[src/rtl/fifo_wr_arb_ctrl.sv]
// fifo_wr_arb_ctrl: pointer/flag controller for a 16x8 FIFO array (sync write,
// combinational read). Two write requesters share the array write port under
// round-robin arbitration. One reader pops with zero-latency data.
module fifo_wr_arb_ctrl #(
  parameter int DATA_W    = 8,
  parameter int ADDR_W    = 4,
  parameter int AF_THRESH = 14,
  parameter int AE_THRESH = 2
) (
  input  logic              clk,
  input  logic              reset,
  input  logic              wr_req0,
  input  logic [DATA_W-1:0] wr_data0,
  output logic              wr_gnt0,
  input  logic              wr_req1,
  input  logic [DATA_W-1:0] wr_data1,
  output logic              wr_gnt1,
  input  logic              rd_req,
  output logic              rd_ack,
  output logic [DATA_W-1:0] rd_data,
  output logic              mem_we,
  output logic [ADDR_W-1:0] mem_waddr,
  output logic [DATA_W-1:0] mem_wdata,
  output logic              mem_full,
  output logic [ADDR_W-1:0] mem_raddr,
  input  logic [DATA_W-1:0] mem_rdata,
  output logic              full,
  output logic              empty,
  output logic              almost_full,
  output logic              almost_empty,
  output logic [ADDR_W:0]   count,
  input  logic              err_clr,
  output logic              ovf_err,
  output logic              udf_err
);

  localparam int CW = ADDR_W + 1;
  localparam logic [ADDR_W:0] AF_T = CW'(AF_THRESH);
  localparam logic [ADDR_W:0] AE_T = CW'(AE_THRESH);

  logic [ADDR_W:0] wptr;
  logic [ADDR_W:0] rptr;
  logic [ADDR_W:0] wptr_nxt;
  logic [ADDR_W:0] rptr_nxt;
  logic [ADDR_W:0] count_nxt;
  logic            last_gnt;   // 1: requester 1 was granted last, so requester 0 wins next tie
  logic            push;
  logic            pop;

  // Round-robin grant from registered full; everything is masked while reset is held
  always_comb begin
    wr_gnt0 = 1'b0;
    wr_gnt1 = 1'b0;
    if (reset && !full) begin
      if (wr_req0 && wr_req1) begin
        wr_gnt0 = last_gnt;
        wr_gnt1 = !last_gnt;
      end else begin
        wr_gnt0 = wr_req0;
        wr_gnt1 = wr_req1;
      end
    end
  end

  assign push      = wr_gnt0 | wr_gnt1;
  assign pop       = rd_req & ~empty & reset;
  assign rd_ack    = pop;
  assign rd_data   = mem_rdata;
  assign mem_we    = push;
  assign mem_wdata = wr_gnt1 ? wr_data1 : wr_data0;
  assign mem_waddr = wptr[ADDR_W-1:0];
  assign mem_raddr = rptr[ADDR_W-1:0];
  assign mem_full  = full;

  assign wptr_nxt  = wptr + CW'(push);
  assign rptr_nxt  = rptr + CW'(pop);
  assign count_nxt = count + CW'(push) - CW'(pop);

  // Pointers, occupancy, registered flags, arbitration history and sticky errors
  always_ff @(posedge clk or negedge reset) begin
    if (!reset) begin
      wptr         <= '0;
      rptr         <= '0;
      count        <= '0;
      full         <= 1'b0;
      empty        <= 1'b1;
      almost_full  <= 1'b0;
      almost_empty <= 1'b1;
      last_gnt     <= 1'b1;
      ovf_err      <= 1'b0;
      udf_err      <= 1'b0;
    end else begin
      wptr         <= wptr_nxt;
      rptr         <= rptr_nxt;
      count        <= count_nxt;
      // Full/empty come from the wrap bit and the address bits; they always agree with count
      full         <= (wptr_nxt[ADDR_W] != rptr_nxt[ADDR_W]) &&
                      (wptr_nxt[ADDR_W-1:0] == rptr_nxt[ADDR_W-1:0]);
      empty        <= (wptr_nxt == rptr_nxt);
      almost_full  <= (count_nxt >= AF_T);
      almost_empty <= (count_nxt <= AE_T);
      if (push) begin
        last_gnt <= wr_gnt1;
      end
      // Set has priority over clear so an error in the clear cycle is not lost
      if ((wr_req0 | wr_req1) & full) begin
        ovf_err <= 1'b1;
      end else if (err_clr) begin
        ovf_err <= 1'b0;
      end
      if (rd_req & empty) begin
        udf_err <= 1'b1;
      end else if (err_clr) begin
        udf_err <= 1'b0;
      end
    end
  end

endmodule

[config.mk]
export PLATFORM = sky130hd
export DESIGN_NAME = fifo_wr_arb_ctrl
export DESIGN_NICKNAME = d
export VERILOG_FILES = /design/src/rtl/fifo_wr_arb_ctrl.sv
export SDC_FILE = /design/constraint.sdc
export NUM_CORES = 1
export LEC_CHECK = 0
export ABC_AREA = 1
export CAP_MARGIN = 20
export CORE_ASPECT_RATIO = 0.8
export CORE_MARGIN = 2
export CORE_UTILIZATION = 43
export DETAILED_ROUTE_END_ITERATION = 10
export HOLD_SLACK_MARGIN = 0.1
export PLACE_DENSITY = 0.9
export SYNTH_ARGS = -nofsm -noshare
export SYNTH_HDL_FRONTEND = slang
export SYNTH_SLANG_ARGS = --single-unit
[constraint.sdc]
create_clock -name clk -period 5.25 [get_ports clk]
set_input_delay 0.7875 -clock clk [delete_from_list [all_inputs] [get_ports clk]]
set_output_delay 0.7875 -clock clk [all_outputs]
set_load 0.05 [all_outputs]
==> out/qor.csv <==
metric,value,unit
status,finished clean,
DRC viols,0,
most frequent cell after synthesis,nand2_1,
filler cell count,265,
Die ar.,0.00378,mm2
via/cell ratio,4.73,
Setup Crit Path Kind,primary input to primary output,
Syn Area/Cell,7.72,um2
Antenna Nets Post-Route,0,
die boundary height,55.4,um
Routed Wire Length,3.20,mm
vias in the first global route,1181,
VDD IR max,0.000373,V
Detailed Routing Iterations Pass 1,4,
initial antenna violation count,0,
#FFs+latches synth,22,
Clock Tree Root,clkbuf_8,
Layout Skew,0.00383,ns
GR Util met2,29.8,%
CTS max path bufs,2,
post-DR wirelength/cell,12.1,um
Power Dens Cells,737,mW/mm2
GRT Resource Usage Total,18.6,%
final hold violations,0,
FF+latch area,554,um2
syn nets,224,
"top cells by count, synth","64 x nand2_1, 25 x inv_1, 19 x dfrtp_1",
leading area contributor after synthesis,dfrtp_1,
number of flops mapped to enable cells by yosys,0,
antenna diode count,0,
Initial Util,45.4,%
Synth Cell Area,0.00142,mm2
Hold Path Class,flip-flop to flip-flop,
Crit path required time,4.46,ns
pin count of the biggest net entering global routing,25,
yosys warns,0,
main flop type after synthesis,dfrtp_1,
RSZ-0062 raised after global routing,no,
max cap viols,0,
IO Count,70,
DR vias,1254,
CTS resizes,0,
die extent in x,68.3,um
M3 GR Usage,5.91,%
H-tree depth,1,
post-synth top area share,33.5,%
Crit. End Element,primary output,
post-synth cell types,21,
period utilization,73.5,%
CTS sink count,22,
Area contributors post-synth,"dfrtp_1 33%, nand2_1 17%, buf_4 9.0%",
area growth from synthesis to final layout,37.4,%
1st-iter DRT viols,86,
number of setup buffers added after CTS,0,
CTS Hold Bufs,0,
Final nets,266,
core area,0.00313,mm2
crit path DAT,3.07,ns
GR Overflow Total,0,
Multi-input gate area,633,um2
Total Negative Setup Slacks,0,ns
clock period minus worst slack,3.86,ns
clock-pin slew on the worst setup and hold paths,0.08,ns
fraction of layout cells with a size suffix above 1,7.11,%
Setup-failing EPs final,0,
first-pass GRT wire length,5.39,mm
TritonCTS clock tree,built,
Worst Setup Start Kind,primary input,
worst skew pair latency,0.27,ns
Most Crowded Layer GR,met2,
FMAX,259,MHz
routability cong.,0.822,
relative slew slack,66.4,%
I/O Buffers,53,
CP max FO,24,
total chip power,0.00144,W
"Async S/R FF share, synth",100,%
Slew Limit Fails,0,
# rows,18,
met1 Use GR,23.9,%
Slew @ Worst Pin,0.503,ns
P_leak,0.970,nW
Post-Syn Instances,184,
Inserted Clock Buffers,3,
"Seq/Total Area, Yosys",39.0,%
DP HPWL,2.63,mm
-- worst paths after layout --
path,startpoint,end,slack (ns),depth (start not counted)
max,reset,mem_wdata[5],1.39,9
min,empty$_DFF_PN1_,udf_err$_DFFE_PN0P_,0.53,2
max reg2reg,empty$_DFF_PN1_,almost_full$_DFF_PN0_,3.10,11
min reg2reg,empty$_DFF_PN1_,udf_err$_DFFE_PN0P_,0.53,2
max in group asynchronous,reset,almost_empty$_DFF_PN1_,4.10,2
min in group asynchronous,reset,rptr[4]$_DFF_PN0_,0.87,2
-- cell type report --
cell class,instances,area share [%]
Multi-Input combinational cell,117,32.4
Sequential cell,22,28.4
Timing Repair Buffer,54,27.6
Inverter,28,5.38
Tap cell,40,2.56
Clock buffer,3,2.12
Clock inverter,1,1.54
-- metal layers --
layer  up-vias  routed length [um]
met5         -                   0
met4         0                  50
met3         9                 172
met2        37                1570
met1       575                1410
li1        633                   -
-- cells in the final DEF, fill, tap and decap left out, drive strengths merged --
cell type      Yosys  final
ha                 9      9
inv               27     27
a21oi              2      2
bufinv             0      1
xor2               1      1
xnor2              5      5
dfstp              3      3
clkdlybuf4s50      0     53
nand4              5      5
a211oi             1      1
nand2             67     67
nand3             12     12
clkbuf             0      3
o21ai              4      4
fa                 1      1
nor2              10     10
buf               17      1
clkinv             1      1
dfrtp             19     19
-- flip-flops by register name, summed over array words and instances, names as in the netlist --
register,cells
empty,1
full,1
almost_full,1
count,5
rptr,5
ovf_err,1
last_gnt,1
almost_empty,1
wptr,5
udf_err,1
-- metrics by stage --
step | setup WS [ns] | utilization, % | instances | hold slack (ns) | area [um2]
2_1_floorplan | 2.31 | - | 184 | 0.484 | 1420
3_3_place_gp | 1.45 | 60.1 | 261 | 0.511 | 1880
3_5_place_dp | 1.37 | 60.1 | 261 | 0.529 | 1880
4_1_cts | 1.37 | 62.4 | 265 | 0.535 | 1950
5_1_grt | 1.22 | 62.4 | 265 | 0.554 | 1950
6_report | 1.39 | 62.4 | 265 | 0.531 | 1950
-- report_power, final --
part,internal [W],total [W],switching [W]
combinational,0.000330,0.000939,0.000609
clock,0.000102,0.000158,0.0000564
sequential,0.000259,0.000341,0.0000817
-- kinds of logic after synthesis --
| logic type | count (synthesis) | synth area share [%] |
|---|---|---|
| buf+inv | 45 | 16.4 |
| flops | 22 | 39.0 |
| simple gates | 94 | 28.4 |
| compound gates | 7 | 2.64 |
| xor+xnor | 6 | 4.23 |
| fa+ha+maj | 10 | 9.34 |
-- worst max-delay path, cell delays in order --
cell             delay (ns)
clkdlybuf4s50_1        0.45
buf_4                  0.29
nand2_1                0.14
nor2_1                 0.14
nand2_2                0.14
inv_2                  0.15
nand2_1                0.08
nand2_1                0.08
clkdlybuf4s50_1        0.80
Note: power is estimated with default switching activity, not from simulation.
